--- config.mk ---
export PLATFORM = sky130hd
export DESIGN_NAME = uart_rx_flat
export DESIGN_NICKNAME = d
export VERILOG_FILES = /design/src/rtl/uart_rx_if.sv /design/src/rtl/uart_rx.sv /design/src/flat_wrapper.sv
export SDC_FILE = /design/constraint.sdc
export NUM_CORES = 1
export LEC_CHECK = 0
export ABC_AREA = 1
export BUFFER_PORTS_ARGS = -buffer_cell sky130_fd_sc_hd__buf_2
export CELL_PAD_IN_SITES_DETAIL_PLACEMENT = 1
export CELL_PAD_IN_SITES_GLOBAL_PLACEMENT = 2
export CORE_ASPECT_RATIO = 0.75
export CORE_MARGIN = 2
export CORE_UTILIZATION = 36
export DETAILED_ROUTE_END_ITERATION = 10
export PLACE_DENSITY = 0.84
export SYNTH_ARGS = -nofsm -noshare
export SYNTH_HDL_FRONTEND = slang
export SYNTH_SLANG_ARGS = --single-unit
--- constraint.sdc ---
create_clock -name clk -period 2.4 [get_ports clk]
set_clock_uncertainty 0.05 [all_clocks]
set_input_delay 0.24 -clock clk [delete_from_list [all_inputs] [get_ports clk]]
set_output_delay 0.24 -clock clk [all_outputs]
set_load 0.005 [all_outputs]
--- src/rtl/uart_rx_if.sv ---
// Receiver-side bundle for the 8N1 serial line: the raw line in, plus the
// received byte, its strobes and the busy flag out.
interface uart_rx_if;
    logic       rx;
    logic [7:0] data;
    logic       valid;
    logic       frame_err;
    logic       busy;

    modport master (output rx, input data, input valid, input frame_err, input busy);
    modport slave  (input rx, output data, output valid, output frame_err, output busy);
endinterface

--- src/rtl/uart_rx.sv ---
// 8N1 UART receiver: 2-flop synchroniser, mid-bit sampling, framing-error and false-start detection.
// Optional UART_RX_MAJORITY_EN: every sample point takes the majority of the last three synchronised values.
module uart_rx #(
    parameter int CLK_FREQ = 125_000_000,
    parameter int BAUD     = 9600
) (
    input  logic      clk,
    input  logic      rst_n,
    uart_rx_if.slave  bus
);
    localparam int          DIV       = CLK_FREQ / BAUD;
    localparam logic [31:0] DIV_LAST  = 32'(DIV - 1);
    localparam logic [31:0] HALF_LAST = 32'(DIV / 2 - 1);

    typedef enum logic [1:0] {IDLE, START, DATA, STOP} state_e;

    state_e      state_q, state_d;
    logic [31:0] baud_q, baud_d;
    logic [2:0]  bit_q, bit_d;
    logic [7:0]  shift_q, shift_d;
    logic [7:0]  data_q, data_d;
    logic        valid_q, valid_d;
    logic        ferr_q, ferr_d;
    logic        sync1_q, rx_s_q, rx_d_q;
    logic        sample;

`ifdef UART_RX_MAJORITY_EN
    // Two older values plus the current rx_s form the three-sample vote window.
    logic [1:0] hist_q;

    always_ff @(posedge clk or negedge rst_n) begin
        if (!rst_n) hist_q <= 2'b11;
        else        hist_q <= {hist_q[0], rx_s_q};
    end

    assign sample = (hist_q[1] & hist_q[0]) | (hist_q[1] & rx_s_q) | (hist_q[0] & rx_s_q);
`else
    assign sample = rx_s_q;
`endif

    always_ff @(posedge clk or negedge rst_n) begin
        if (!rst_n) begin
            sync1_q <= 1'b1;
            rx_s_q  <= 1'b1;
            rx_d_q  <= 1'b1;
            state_q <= IDLE;
            baud_q  <= '0;
            bit_q   <= '0;
            shift_q <= '0;
            data_q  <= '0;
            valid_q <= 1'b0;
            ferr_q  <= 1'b0;
        end else begin
            sync1_q <= bus.rx;
            rx_s_q  <= sync1_q;
            rx_d_q  <= rx_s_q;
            state_q <= state_d;
            baud_q  <= baud_d;
            bit_q   <= bit_d;
            shift_q <= shift_d;
            data_q  <= data_d;
            valid_q <= valid_d;
            ferr_q  <= ferr_d;
        end
    end

    always_comb begin
        state_d = state_q;
        baud_d  = baud_q;
        bit_d   = bit_q;
        shift_d = shift_q;
        data_d  = data_q;
        valid_d = 1'b0;
        ferr_d  = 1'b0;
        case (state_q)
            IDLE: begin
                baud_d = '0;
                if (rx_d_q && !rx_s_q) state_d = START;
            end
            START: begin
                if (baud_q == HALF_LAST) begin
                    baud_d = '0;
                    if (sample) begin
                        state_d = IDLE;
                    end else begin
                        state_d = DATA;
                        bit_d   = '0;
                    end
                end else begin
                    baud_d = baud_q + 32'd1;
                end
            end
            DATA: begin
                if (baud_q == DIV_LAST) begin
                    baud_d         = '0;
                    shift_d[bit_q] = sample;
                    if (bit_q == 3'd7) state_d = STOP;
                    else               bit_d   = bit_q + 3'd1;
                end else begin
                    baud_d = baud_q + 32'd1;
                end
            end
            STOP: begin
                // Return to IDLE at mid-stop-bit so an immediately following start edge is seen.
                if (baud_q == DIV_LAST) begin
                    baud_d  = '0;
                    state_d = IDLE;
                    if (sample) begin
                        data_d  = shift_q;
                        valid_d = 1'b1;
                    end else begin
                        ferr_d  = 1'b1;
                    end
                end else begin
                    baud_d = baud_q + 32'd1;
                end
            end
            default: state_d = IDLE;
        endcase
    end

    always_comb begin
        bus.busy      = (state_q != IDLE);
        bus.data      = data_q;
        bus.valid     = valid_q;
        bus.frame_err = ferr_q;
    end
endmodule

--- src/flat_wrapper.sv ---
// flat-port wrapper written by rule: the top's interface ports become plain ports
module uart_rx_flat 
#(
    parameter int CLK_FREQ = 125_000_000,
    parameter int BAUD     = 9600
)
  (clk, rst_n, bus_rx, bus_data, bus_valid, bus_frame_err, bus_busy);
  uart_rx_if bus_i ();
  input  logic clk;
  input  logic rst_n;
  input wire logic [$bits(bus_i.rx)-1:0] bus_rx;
  output wire logic [$bits(bus_i.data)-1:0] bus_data;
  output wire logic [$bits(bus_i.valid)-1:0] bus_valid;
  output wire logic [$bits(bus_i.frame_err)-1:0] bus_frame_err;
  output wire logic [$bits(bus_i.busy)-1:0] bus_busy;
  assign bus_i.rx = bus_rx;
  assign bus_data = bus_i.data;
  assign bus_valid = bus_i.valid;
  assign bus_frame_err = bus_i.frame_err;
  assign bus_busy = bus_i.busy;
  uart_rx #(.CLK_FREQ(CLK_FREQ), .BAUD(BAUD)) u_core (.clk(clk), .rst_n(rst_n), .bus(bus_i));
endmodule
Word level (Yosys, flattened, before mapping)
Cells that the tools add are included.

word-level totals
  register bits after elaboration = 58
  bits in read-only memories = 0
  input bits = 3
  RAM bits = 0
  output and inout port bits = 11
  memories kept = 0
  bits in latches = 0
  logic and storage cells = 62

cells by class
  add/subtract/negate cells = 2
  $lt $le $gt $ge = 2
  $mul = 0
  equal/unequal tests = 13
  mux-type cells = 24
  divide/modulo/power cells = 0
  shift-type cells = 0
  reductions and logical operators = 11
  bitwise logic cells = 0

operators with widths
  kind                                                                number
  one-hot mux 32 bit (3 select lines)                                 1
  two-way mux 32 bit                                                  2
  adder 32 x 1 -> 32 bit (second input constant)                      1
  == test 32 x 13 -> 1 bit (second input constant)                    1
  == test 32 x 14 -> 1 bit (second input constant)                    1
  two-way mux 2 bit                                                   6
  two-way mux 3 bit                                                   4
  != test 2 x 1 -> 1 bit (second input constant)                      5
  AND reduction 5 bit                                                 2
  bitwise mux 8 bit                                                   1
  one-hot mux 2 bit (4 select lines)                                  1
  two-way mux 1 bit                                                   7
  one-hot mux 3 bit (2 select lines)                                  1
  == test 2 bit (second input constant)                               2
  < comparator 3 x 4 -> 1 bit (second input constant)                 1
  != test 2 bit (second input constant)                               2
  nonzero test 2 bit                                                  2
  adder 3 x 1 -> 3 bit (second input constant)                        1
  demux 1 bit (select 3 bit)                                          1
  == test 3 bit (second input constant)                               1
  greater-or-equal comparator 3 x 1 -> 1 bit (second input constant)  1
  AND reduction 3 bit                                                 1
  == test 2 x 1 -> 1 bit (second input constant)                      1
  logical AND 1 bit                                                   2
  4 further kinds                                                     4

Longest topological paths before layout
  depth in word-level cells = 5
  gate-level depth with buffers = 12
  gate-level depth less buffers = 11

Worst setup path after synthesis
OpenSTA, ideal clock, no wires.

  path kind = register -> register
  start point = register u_core.baud_q[0]
  end point = register u_core.baud_q[6]
  period minus slack after synthesis = 1647 ps
  setup time = 121 ps
  data arrival time = 1476 ps
  path buffers = 1
  stages on the path, launching flop included = 12
  required time = 2229 ps
  path slack = 753 ps
  cell sequence = dfrtp_1 -> ha_1 -> nand2_1 -> nor2_1 -> nand2_1 -> nor2_1 -> nand2_2 -> nand2_1 -> nand2_2 -> inv_4 -> buf_8 -> nor2_1

between the ends
  cells in the longest elaborated chain, start to end = 3
  elaborated cells between the ends (all ways) = 6
  classes of those cells = add/sub: 1; eq/ne: 2; mux: 3

RTL lines
  element                                         line                                           source
  from (decl)                                     uart_rx.sv:18                                  logic [31:0] baud_q, baud_d;
  from (signal assigned)                          uart_rx.sv:58                                  baud_q <= baud_d;
  adder 32 x 1 -> 32 bit (tied with other cells)  uart_rx.sv:90, uart_rx.sv:100, uart_rx.sv:115
  two-way mux 32 bit (on tied branches)           uart_rx.sv:94, uart_rx.sv:105, uart_rx.sv:81
  one-hot mux 32 bit (3 select lines) *           uart_rx.sv:75                                  case (state_q)
  net u_core.baud_d[6]                            uart_rx.sv:18

The timed path passes the listed nets; every way through them passes the cells marked *.
A chain may end at the register's enable or synchronous reset.

Worst setup path after layout
  start point = register u_core.baud_q[0]
  end point = register u_core.baud_q[14]

Same word-level chain as after synthesis.

==> out/qor.csv <==
metric,value,unit
synth-seq-area-share,44.82,%
worstPathMaxFanout,18,
area_growth,15.76,%
fin_crit_sh,86.91,%
critical-path-top-delay-family,simple AND/OR/NAND/NOR gates,
dr_wl_met2,3553,um
clock-root-buffer,clkbuf_16,
synth_top_cell_by_area,dfrtp_1,
die_y,86.25,um
power_switching_share,26.13,%
final_core_utilization,43.71,%
vias,2859,
p_int,0.002071,W
drv_slew,0,
grt_use_total,20.71,%
wl_met1,4957,um
synth_cell_types,35,
fin_ws,0.3142,ns
synth_seq_cells,58,
startpoint_type,flip-flop,
grt_overflow,0,
nets,471,
power.switching,0.0007328,W
max_stage_delay,0.40,ns
start_util,37.76,%
ir_drop,0.4296,mV
core,8600,um^2
worst_pin_slew,0.7579,ns
yosys_warnings,0,
fmax,479.4,MHz
rsz0062_at_grt,no,
synth-edff-count,0,
violations,hold timing,
synth_top_area_share,42.39,%
clk_latency,0.33,ns
drtAntennaViolNets,0,
rows,29,
async_reset_ff_share,100.0,%
post_synth.cell_area_avg,7.363,um^2
critPathMostFrequentCell,nand2_1,
worstPathRequired,2.56,ns
combinationalPowerShare,11.8,%
gp_congestion,0.8256,
hold_viol,3,
path_buf_inv,1,
netlist_instances,441,
cts.sinks,58,
status,"complete, but fails checks",
die-area,9803,um^2
wl_met3,235,um
slew-limit-headroom,49.47,%
holdWs,-0.003343,ns
worst-setup-path-type,flip-flop to flip-flop,
dp_hpwl,6692,um
synth_nets,448,
worstPathCellList,ha_1 -> nand2_1 -> nor2_1 -> nand2_1 -> nor2_1 -> nand2_2 -> nand2_1 -> nand2_2 -> inv_4 -> nor3_1,
viasPerCell,4.955,
worst_ep_arrival_time,2.24,ns
antenna_found_initial,0,
fin_setup_tns,0,ns
p_leak,1.808,nW
drive_above_1_share,12.37,%
cts.clk_slew.worst_paths,0.05,ns
antennaDiodeCount,0,
clockPowerShare,50.0,%
grt_first_pass_wirelength,15510,um
wirelength,8905,um
cp_num_cells,10,
synth_common_cells,"nand2_1, nor2_1, dfrtp_1, inv_1, nand3_1",
fillerInstances,1079,
synth-main-ff-cell,dfrtp_1,
maxCapViolCount,0,
htree_levels,3,
p_seq_share,38.2,%
portBuffers,13,
synth_most_common_cell,nand2_1,
cts_buffer_depth,2,
cts_tree,built,
first_pass_iters,4,
cts_buffers,9,
synthTopCellsByArea,"dfrtp_1, nand2_1, nor2_1",
routedWlPerCell,15.43,um
powerDensity,746.0,nW/um^2
grt_pass1_vias,2963,
finalSetupViolations,0,
end_kind,flip-flop,
grt_max_degree,59,
pre_cts_ws,0.2989,ns
drtIter0Drc,126,
final.min_clock_period,2.086,ns
slowest_stage,dfrtp_1,
drc,0,
hold_path.class,primary input to asynchronous set/reset pin,
syn_area,3247,um^2
routed.top_layer,met4,
ff2ff_path_depth,10,
die_w,113.7,um
io_pins,14,
-- through the flow --
stage          std cells  power (W)  area [um^2]
6_report             577   0.002804         3759
5_1_grt              577   0.002940         3759
4_1_cts              577   0.002837         3759
3_5_place_dp         560   0.001423         3425
3_3_place_gp         560   0.001404         3425
2_1_floorplan        441   0.001351         3247
-- layer usage --
metal,vias up,track usage [%]
li1,1450,-
met1,1374,30.86
met2,23,29.34
met3,12,5.035
met4,0,7.095
met5,-,0
-- state kept, by name (all words and copies together), names as in the netlist, named ones only --
register              count
u_core.bus.frame_err      1
u_core.rx_s_q             1
u_core.rx_d_q             1
u_core.shift_q            8
u_core.bus.data           8
u_core.bus.valid          1
u_core.sync1_q            1
u_core.bit_q              3
u_core.baud_q            32
u_core.state_q            1
-- power by group through the flow --
stage                     logic, W  registers [W]  clock network, W
after floorplan           0.000287        0.00106                 0
after global placement    0.000319        0.00108                 0
final                     0.000331        0.00107           0.00140
after global routing      0.000385        0.00108           0.00148
after detailed placement  0.000335        0.00109                 0
after CTS                 0.000336        0.00107           0.00143
-- cells in the final DEF (no fill, tap or decap), types with 3 or more instances in the layout --
master / instances
clkbuf_16: 9
nand3_1: 28
nor2_1: 70
buf_2: 13
inv_2: 3
inv_1: 53
nand4_1: 10
dfrtp_1: 55
dfstp_2: 3
xor2_1: 5
a21oi_1: 8
nand2_2: 4
nor3_1: 23
o21ai_0: 22
nor2_2: 8
ha_1: 4
clkbuf_1: 3
nand2_1: 119
-- kinds of logic after synthesis --
group / synth area share [%]
flops: 44.82
buf+inv: 7.977
fa+ha+maj: 1.541
xor+xnor: 1.888
compound gates: 5.472
simple gates: 38.30
-- repair_timing --
| item | CTS | global route |
|---|---|---|
| hold endpoints to repair | 1 | 0 |
| resized for setup | 0 | 0 |
| setup buffers | 0 | 0 |
| hold buffers | 1 | 0 |
-- cell type report --
type / count / area, um^2 / area share [%]
Clock buffer: 14 / 264.0 / 7.024
Clock inverter: 2 / 60.06 / 1.598
Inverter: 58 / 221.5 / 5.892
Multi-Input combinational cell: 321 / 1533 / 40.78
Sequential cell: 58 / 1455 / 38.72
Tap cell: 108 / 135.1 / 3.595
Timing Repair Buffer: 16 / 90.09 / 2.397
-- final timing paths --
check                      slack (ns)        startpoint           endpoint
setup / recovery                 0.31  u_core.baud_q[0]  u_core.baud_q[14]
hold / removal                 -0.003             rst_n  u_core.baud_q[17]
setup reg to reg                 0.31  u_core.baud_q[0]  u_core.baud_q[14]
hold reg to reg                  0.30    u_core.sync1_q      u_core.rx_s_q
max in group asynchronous        1.78             rst_n    u_core.bit_q[2]
min in group clk                 0.30    u_core.sync1_q      u_core.rx_s_q
(Power assumes the default switching activity.)
